==> src/rtl/mem_port_arbiter.sv <==
// Purpose : shares one single-port fixed-latency SRAM between instruction fetch (IF)
//           and the EX-stage load/store path (DM); one access in flight at a time.
// Latency : request seen in IDLE cycle T -> ack in cycle T+MEM_LAT+2; one access per MEM_LAT+3 cycles.
// Backpressure: requesters hold req until their ack; stall is raised while any request is unacked.
//
// Build option: define ARB_RR_EN for round-robin arbitration between IF and DM.
// Without it, DM wins contested grants, except that after STARVE_MAX consecutive
// DM grants made while IF was waiting, IF wins the next contested grant.
//
// Ports:
//   clk, rst                   rising-edge clock, asynchronous active-high reset
//   if_req/if_addr             IF read request and byte address
//   if_rdata/if_ack            IF read data (held between acks) and one-cycle ack
//   dm_req/dm_we/dm_addr/dm_wdata  DM request, 1=store/0=load, address, store data
//   dm_rdata/dm_ack            DM load data (held between acks, not touched by stores), one-cycle ack
//   mem_cs/mem_we/mem_addr/mem_wdata/mem_rdata  SRAM interface, one mem_cs cycle per access
//   stall                      combinational pipeline stall
module mem_port_arbiter #(
  parameter int MEM_LAT    = 2,
  parameter int STARVE_MAX = 4
) (
  input  logic        clk,
  input  logic        rst,
  input  logic        if_req,
  input  logic [31:0] if_addr,
  output logic [31:0] if_rdata,
  output logic        if_ack,
  input  logic        dm_req,
  input  logic        dm_we,
  input  logic [31:0] dm_addr,
  input  logic [31:0] dm_wdata,
  output logic [31:0] dm_rdata,
  output logic        dm_ack,
  output logic        mem_cs,
  output logic        mem_we,
  output logic [31:0] mem_addr,
  output logic [31:0] mem_wdata,
  input  logic [31:0] mem_rdata,
  output logic        stall
);

  typedef enum logic [1:0] {
    S_IDLE  = 2'd0,
    S_ISSUE = 2'd1,
    S_WAIT  = 2'd2,
    S_DONE  = 2'd3
  } state_t;

  localparam int              WCW       = $clog2(MEM_LAT + 1);
  // WAIT lasts MEM_LAT cycles: load MEM_LAT-1 and leave when the counter reads zero.
  localparam logic [WCW-1:0]  WAIT_INIT = WCW'(MEM_LAT - 1);

  state_t          state_q, state_d;
  logic [WCW-1:0]  wait_cnt_q, wait_cnt_d;
  logic            owner_dm_q, owner_dm_d;   // 1 = current access belongs to DM
  logic            we_q, we_d;
  logic [31:0]     addr_q, addr_d;
  logic [31:0]     wdata_q, wdata_d;
  logic [31:0]     if_rdata_q, if_rdata_d;
  logic [31:0]     dm_rdata_q, dm_rdata_d;
  logic            grant_dm;

`ifdef ARB_RR_EN
  logic            last_dm_q, last_dm_d;     // owner of the previous grant; resets to IF

  // Contested grant goes to whoever did not win last time.
  assign grant_dm = dm_req & (~if_req | ~last_dm_q);
`else
  localparam int              SCW        = $clog2(STARVE_MAX + 1);
  localparam logic [SCW-1:0]  STARVE_LIM = SCW'(STARVE_MAX);

  logic [SCW-1:0]  starve_q, starve_d;

  // DM wins a contested grant until IF has been passed over STARVE_MAX times in a row.
  // starve_q cannot pass STARVE_LIM: at the limit a contested grant always goes to IF.
  assign grant_dm = dm_req & (~if_req | (starve_q < STARVE_LIM));
`endif

  always_ff @(posedge clk or posedge rst) begin
    if (rst) begin
      state_q    <= S_IDLE;
      wait_cnt_q <= '0;
      owner_dm_q <= 1'b0;
      we_q       <= 1'b0;
      addr_q     <= '0;
      wdata_q    <= '0;
      if_rdata_q <= '0;
      dm_rdata_q <= '0;
`ifdef ARB_RR_EN
      last_dm_q  <= 1'b0;
`else
      starve_q   <= '0;
`endif
    end else begin
      state_q    <= state_d;
      wait_cnt_q <= wait_cnt_d;
      owner_dm_q <= owner_dm_d;
      we_q       <= we_d;
      addr_q     <= addr_d;
      wdata_q    <= wdata_d;
      if_rdata_q <= if_rdata_d;
      dm_rdata_q <= dm_rdata_d;
`ifdef ARB_RR_EN
      last_dm_q  <= last_dm_d;
`else
      starve_q   <= starve_d;
`endif
    end
  end

  always_comb begin
    state_d    = state_q;
    wait_cnt_d = wait_cnt_q;
    owner_dm_d = owner_dm_q;
    we_d       = we_q;
    addr_d     = addr_q;
    wdata_d    = wdata_q;
    if_rdata_d = if_rdata_q;
    dm_rdata_d = dm_rdata_q;
`ifdef ARB_RR_EN
    last_dm_d  = last_dm_q;
`else
    starve_d   = starve_q;
`endif

    unique case (state_q)
      S_IDLE: begin
`ifndef ARB_RR_EN
        if (!if_req) starve_d = '0;
`endif
        if (if_req || dm_req) begin
          owner_dm_d = grant_dm;
          state_d    = S_ISSUE;
          if (grant_dm) begin
            we_d    = dm_we;
            addr_d  = dm_addr;
            wdata_d = dm_wdata;
`ifndef ARB_RR_EN
            if (if_req) starve_d = starve_q + 1'b1;
`endif
          end else begin
            we_d   = 1'b0;
            addr_d = if_addr;
`ifndef ARB_RR_EN
            starve_d = '0;
`endif
          end
`ifdef ARB_RR_EN
          last_dm_d = grant_dm;
`endif
        end
      end
      S_ISSUE: begin
        wait_cnt_d = WAIT_INIT;
        state_d    = S_WAIT;
      end
      S_WAIT: begin
        if (wait_cnt_q == '0) begin
          // Last WAIT cycle: read data is valid now, register it for the DONE cycle.
          if (owner_dm_q) begin
            if (!we_q) dm_rdata_d = mem_rdata;
          end else begin
            if_rdata_d = mem_rdata;
          end
          state_d = S_DONE;
        end else begin
          wait_cnt_d = wait_cnt_q - 1'b1;
        end
      end
      S_DONE: begin
        state_d = S_IDLE;
      end
      default: begin
        state_d = S_IDLE;
      end
    endcase
  end

  // Outputs
  always_comb begin
    mem_cs    = (state_q == S_ISSUE);
    mem_we    = (state_q == S_ISSUE) & we_q;
    mem_addr  = addr_q;
    mem_wdata = wdata_q;
    if_ack    = (state_q == S_DONE) & ~owner_dm_q;
    dm_ack    = (state_q == S_DONE) & owner_dm_q;
    if_rdata  = if_rdata_q;
    dm_rdata  = dm_rdata_q;
    stall     = (if_req & ~if_ack) | (dm_req & ~dm_ack);
  end

endmodule
==> config.mk <==
export PLATFORM = sky130hd
export DESIGN_NAME = mem_port_arbiter
export DESIGN_NICKNAME = d
export VERILOG_FILES = /design/src/rtl/mem_port_arbiter.sv
export SDC_FILE = /design/constraint.sdc
export NUM_CORES = 1
export LEC_CHECK = 0
export CAP_MARGIN = 20
export CORE_ASPECT_RATIO = 0.9
export CORE_MARGIN = 2
export CORE_UTILIZATION = 41
export DETAILED_ROUTE_END_ITERATION = 16
export PLACE_DENSITY_LB_ADDON = 0.1
export SYNTH_ARGS = -nofsm -noshare
export SYNTH_HDL_FRONTEND = slang
export SYNTH_SLANG_ARGS = --single-unit
==> constraint.sdc <==
create_clock -name clk -period 4.9 [get_ports clk]
set_input_delay 0.735 -clock clk [delete_from_list [all_inputs] [get_ports clk]]
set_output_delay 0.735 -clock clk [all_outputs]
set_load 0.02 [all_outputs]
==> out/metrics.cfg <==
[outcome]
status=finished clean

[synth]
synth-seq-cells=137
synthArstFlopShare_pct=100
synth_area_um2=5510
synth_xor_area_share_pct=0
synth_compound_area_share_pct=7.79
yosys.area.top_type=dfrtp_1
synthFlopType=dfrtp_1
ys_types=31
synth_top_area_share_pct=62.2
synth_top_family_by_area=multiplexers
synth_area_per_cell_um2=12.8
synth_fa_ha_area_share_pct=1.36
yosys.area_share.simple_pct=5.70
ys_seq_area_share_pct=62.2
synth_warnings=0
muxShareOfSynthArea_pct=20.0
syn_inst=431
syn-num-nets=570
synth_area_leaders=dfrtp_1 62%, mux2_2 13%, mux2_1 6.3%
synth_edf_count=0

[sta]
period_minus_slack_ns=3.03
relSlewSlack_pct=47.0
worst_pin_slew_ns=0.792
hold_viol=0
rsz0062_at_grt=no
timing.final.crit_share_pct=61.9
final_max_slew_viol_count=0
fin_tns_setup_ns=0
fin_skew_ns=0.00552
final-setup-viol-count=0
whs_ns=0.485
max_freq_ghz=0.330

[cts]
cts_buffers=17
cts.path.max_buffers=2
cts-htree-levels=4
hold_buffers=0
path_clk_slew_ns=0.05
clk_latency_ns=0.42
cts_resized=0
cts_root_buffer=clkbuf_16
cts_tree=built
cts_sinks=137
post_cts_buffers=0

[die]
initial_core_util_pct=41.6
die_h_um=114
core_area_um2=13300
dieArea_um2=14400
die_width_um=126
io_pins=266
fp-row-count=40

[detailed_routing]
postRouteAntennaNets=0
drt_iter0_drc=262
viasPerCell=4.96
wl_mm=14.5
vias=4362
drc=0
wl_per_cell_um=16.5
firstDrtPassIters=4

[pwr]
leakage_uw=0.00380
power.total_uw=6390
p_per_area_nw_per_um2=711
max-vdd-ir-drop_mv=0.346

[hold_path]
hold_depth=1
hold_path.class=register to register

[layout]
nFillCells=963
insertedDiodeCount=0
drive_gt1_share_pct=15.0
area_growth_pct=63.0
nNetsFinal=837

[global_route]
grt_start_max_net_pins=110
grt_pass1_wl_mm=23.0
grt_usage_pct=20.6
overflow=0
grt_pass1_vias=4508
antenna_found_initial=0

[worst_setup_path]
critPathMaxFanout=8
r2r_cells=4
crit_type=input port to output pin
critPathRequiredTime_ns=4.16
worstPathArrival_ns=2.30
end_kind=output pin
worstSetupStartpointType=input port

[placement]
port_buffers=265
globalplace.congestion=0.777
hpwl_mm=10.2

[run]
cap_violations=0

[final cells by class]
class / instances / area [um2] / share of cell area, %
clock buffers: 24 / 492 / 5.47
repair buffers: 272 / 2750 / 30.6
clock inverters: 8 / 140 / 1.56
well taps: 168 / 210 / 2.34
inverters: 10 / 42.5 / 0.474
flip-flops and latches: 137 / 3430 / 38.2
multi-input cells: 260 / 1920 / 21.4
[final timing paths]
check / slack [ns] / start / to
worst min-delay path: 0.48 / mem_wdata[21] / mem_wdata[21]
min in group asynchronous: 0.69 / rst / mem_wdata[20]
worst max register to register: 2.77 / state_q[0] / mem_wdata[8]
max in group asynchronous: 3.50 / rst / dm_rdata[0]
worst min register to register: 0.48 / mem_wdata[21] / mem_wdata[21]
worst max-delay path: 1.87 / if_req / stall
[cells by family after synthesis]
| kind of cell | count (synthesis) |
|---|---|
| flip-flops | 137 |
| AO/OA/AOI/OAI | 78 |
| adder cells (fa/ha/maj) | 6 |
| multiplexers | 98 |
| buffers and inverters | 34 |
| AND/OR/NAND/NOR | 78 |
[sequential cells by signal, summed over array words and instances (netlist names)]
| name | count |
|---|---|
| mem_addr | 32 |
| state_q | 2 |
| starve_q | 3 |
| mem_wdata | 32 |
| we_q | 1 |
| owner_dm_q | 1 |
| dm_rdata | 32 |
| if_rdata | 32 |
| wait_cnt_q | 2 |
[cells in the mapped netlist (2+ instances only)]
master,number
mux2_2,66
mux2_1,31
buf_2,10
clkbuf_1,8
dfrtp_1,137
nand2_1,37
buf_1,3
buf_6,3
nor2_1,33
o22ai_1,2
ha_1,6
o21ai_0,2
inv_1,10
a21oi_1,66
[through the flow]
stage | setup WS [ns] | std cells | utilization (%) | instance area, um2
final | 1.87 | 879 | 67.7 | 8980
after global routing | 1.82 | 879 | 67.7 | 8980
after CTS | 1.87 | 877 | 67.3 | 8930
after detailed placement | 1.88 | 845 | 62.5 | 8300
after global placement | 1.91 | 845 | 62.5 | 8300
after floorplan | 0.497 | 431 | - | 5510
[routing by layer]
| metal | up-vias | part of all wire, % | track usage, % |
|---|---|---|---|
| li1 | 2017 | - | - |
| met1 | 2150 | 41 | 24.1 |
| met2 | 173 | 49 | 34.3 |
| met3 | 22 | 7.7 | 8.40 |
| met4 | 0 | 2.2 | 7.91 |
| met5 | - | 0 | 0 |
[cells in the final DEF (no fill, tap or decap)]
master,n
o21a_1,1
or2_1,1
clkbuf_16,17
mux2i_1,1
nand2_2,1
nor2b_1,1
nand4_1,1
mux2_2,66
buf_16,2
o21ai_2,1
a21bo_2,1
a21boi_0,1
dfrtp_1,137
a21boi_4,1
nand4b_1,1
o22a_1,1
clkbuf_1,3
clkbuf_8,4
a21oi_1,66
o21ai_0,2
o22ai_1,2
ha_1,6
nand2_1,37
inv_1,9
mux2_1,31
buf_4,5
clkdlybuf4s50_1,265
nand3_1,1
bufinv_16,4
nor2_1,33
inv_6,1
nand2b_1,1
clkinv_2,4
o2bb2ai_1,1
and2_1,1
a32o_1,1
[report_power, final]
part	leakage [uW]	total [uW]	switching, uW	internal (uW)
clock	0.000314	1360	457	902
combinational	0.00189	3020	1470	1550
sequential	0.00159	2010	294	1710
[worst max-delay path: stages]
cell and delay (ns):
clkdlybuf4s50_1 0.69, a21oi_1 0.08, a21oi_1 0.13, clkdlybuf4s50_1 0.66
No activity file was read; power rests on OpenSTA's default activity.
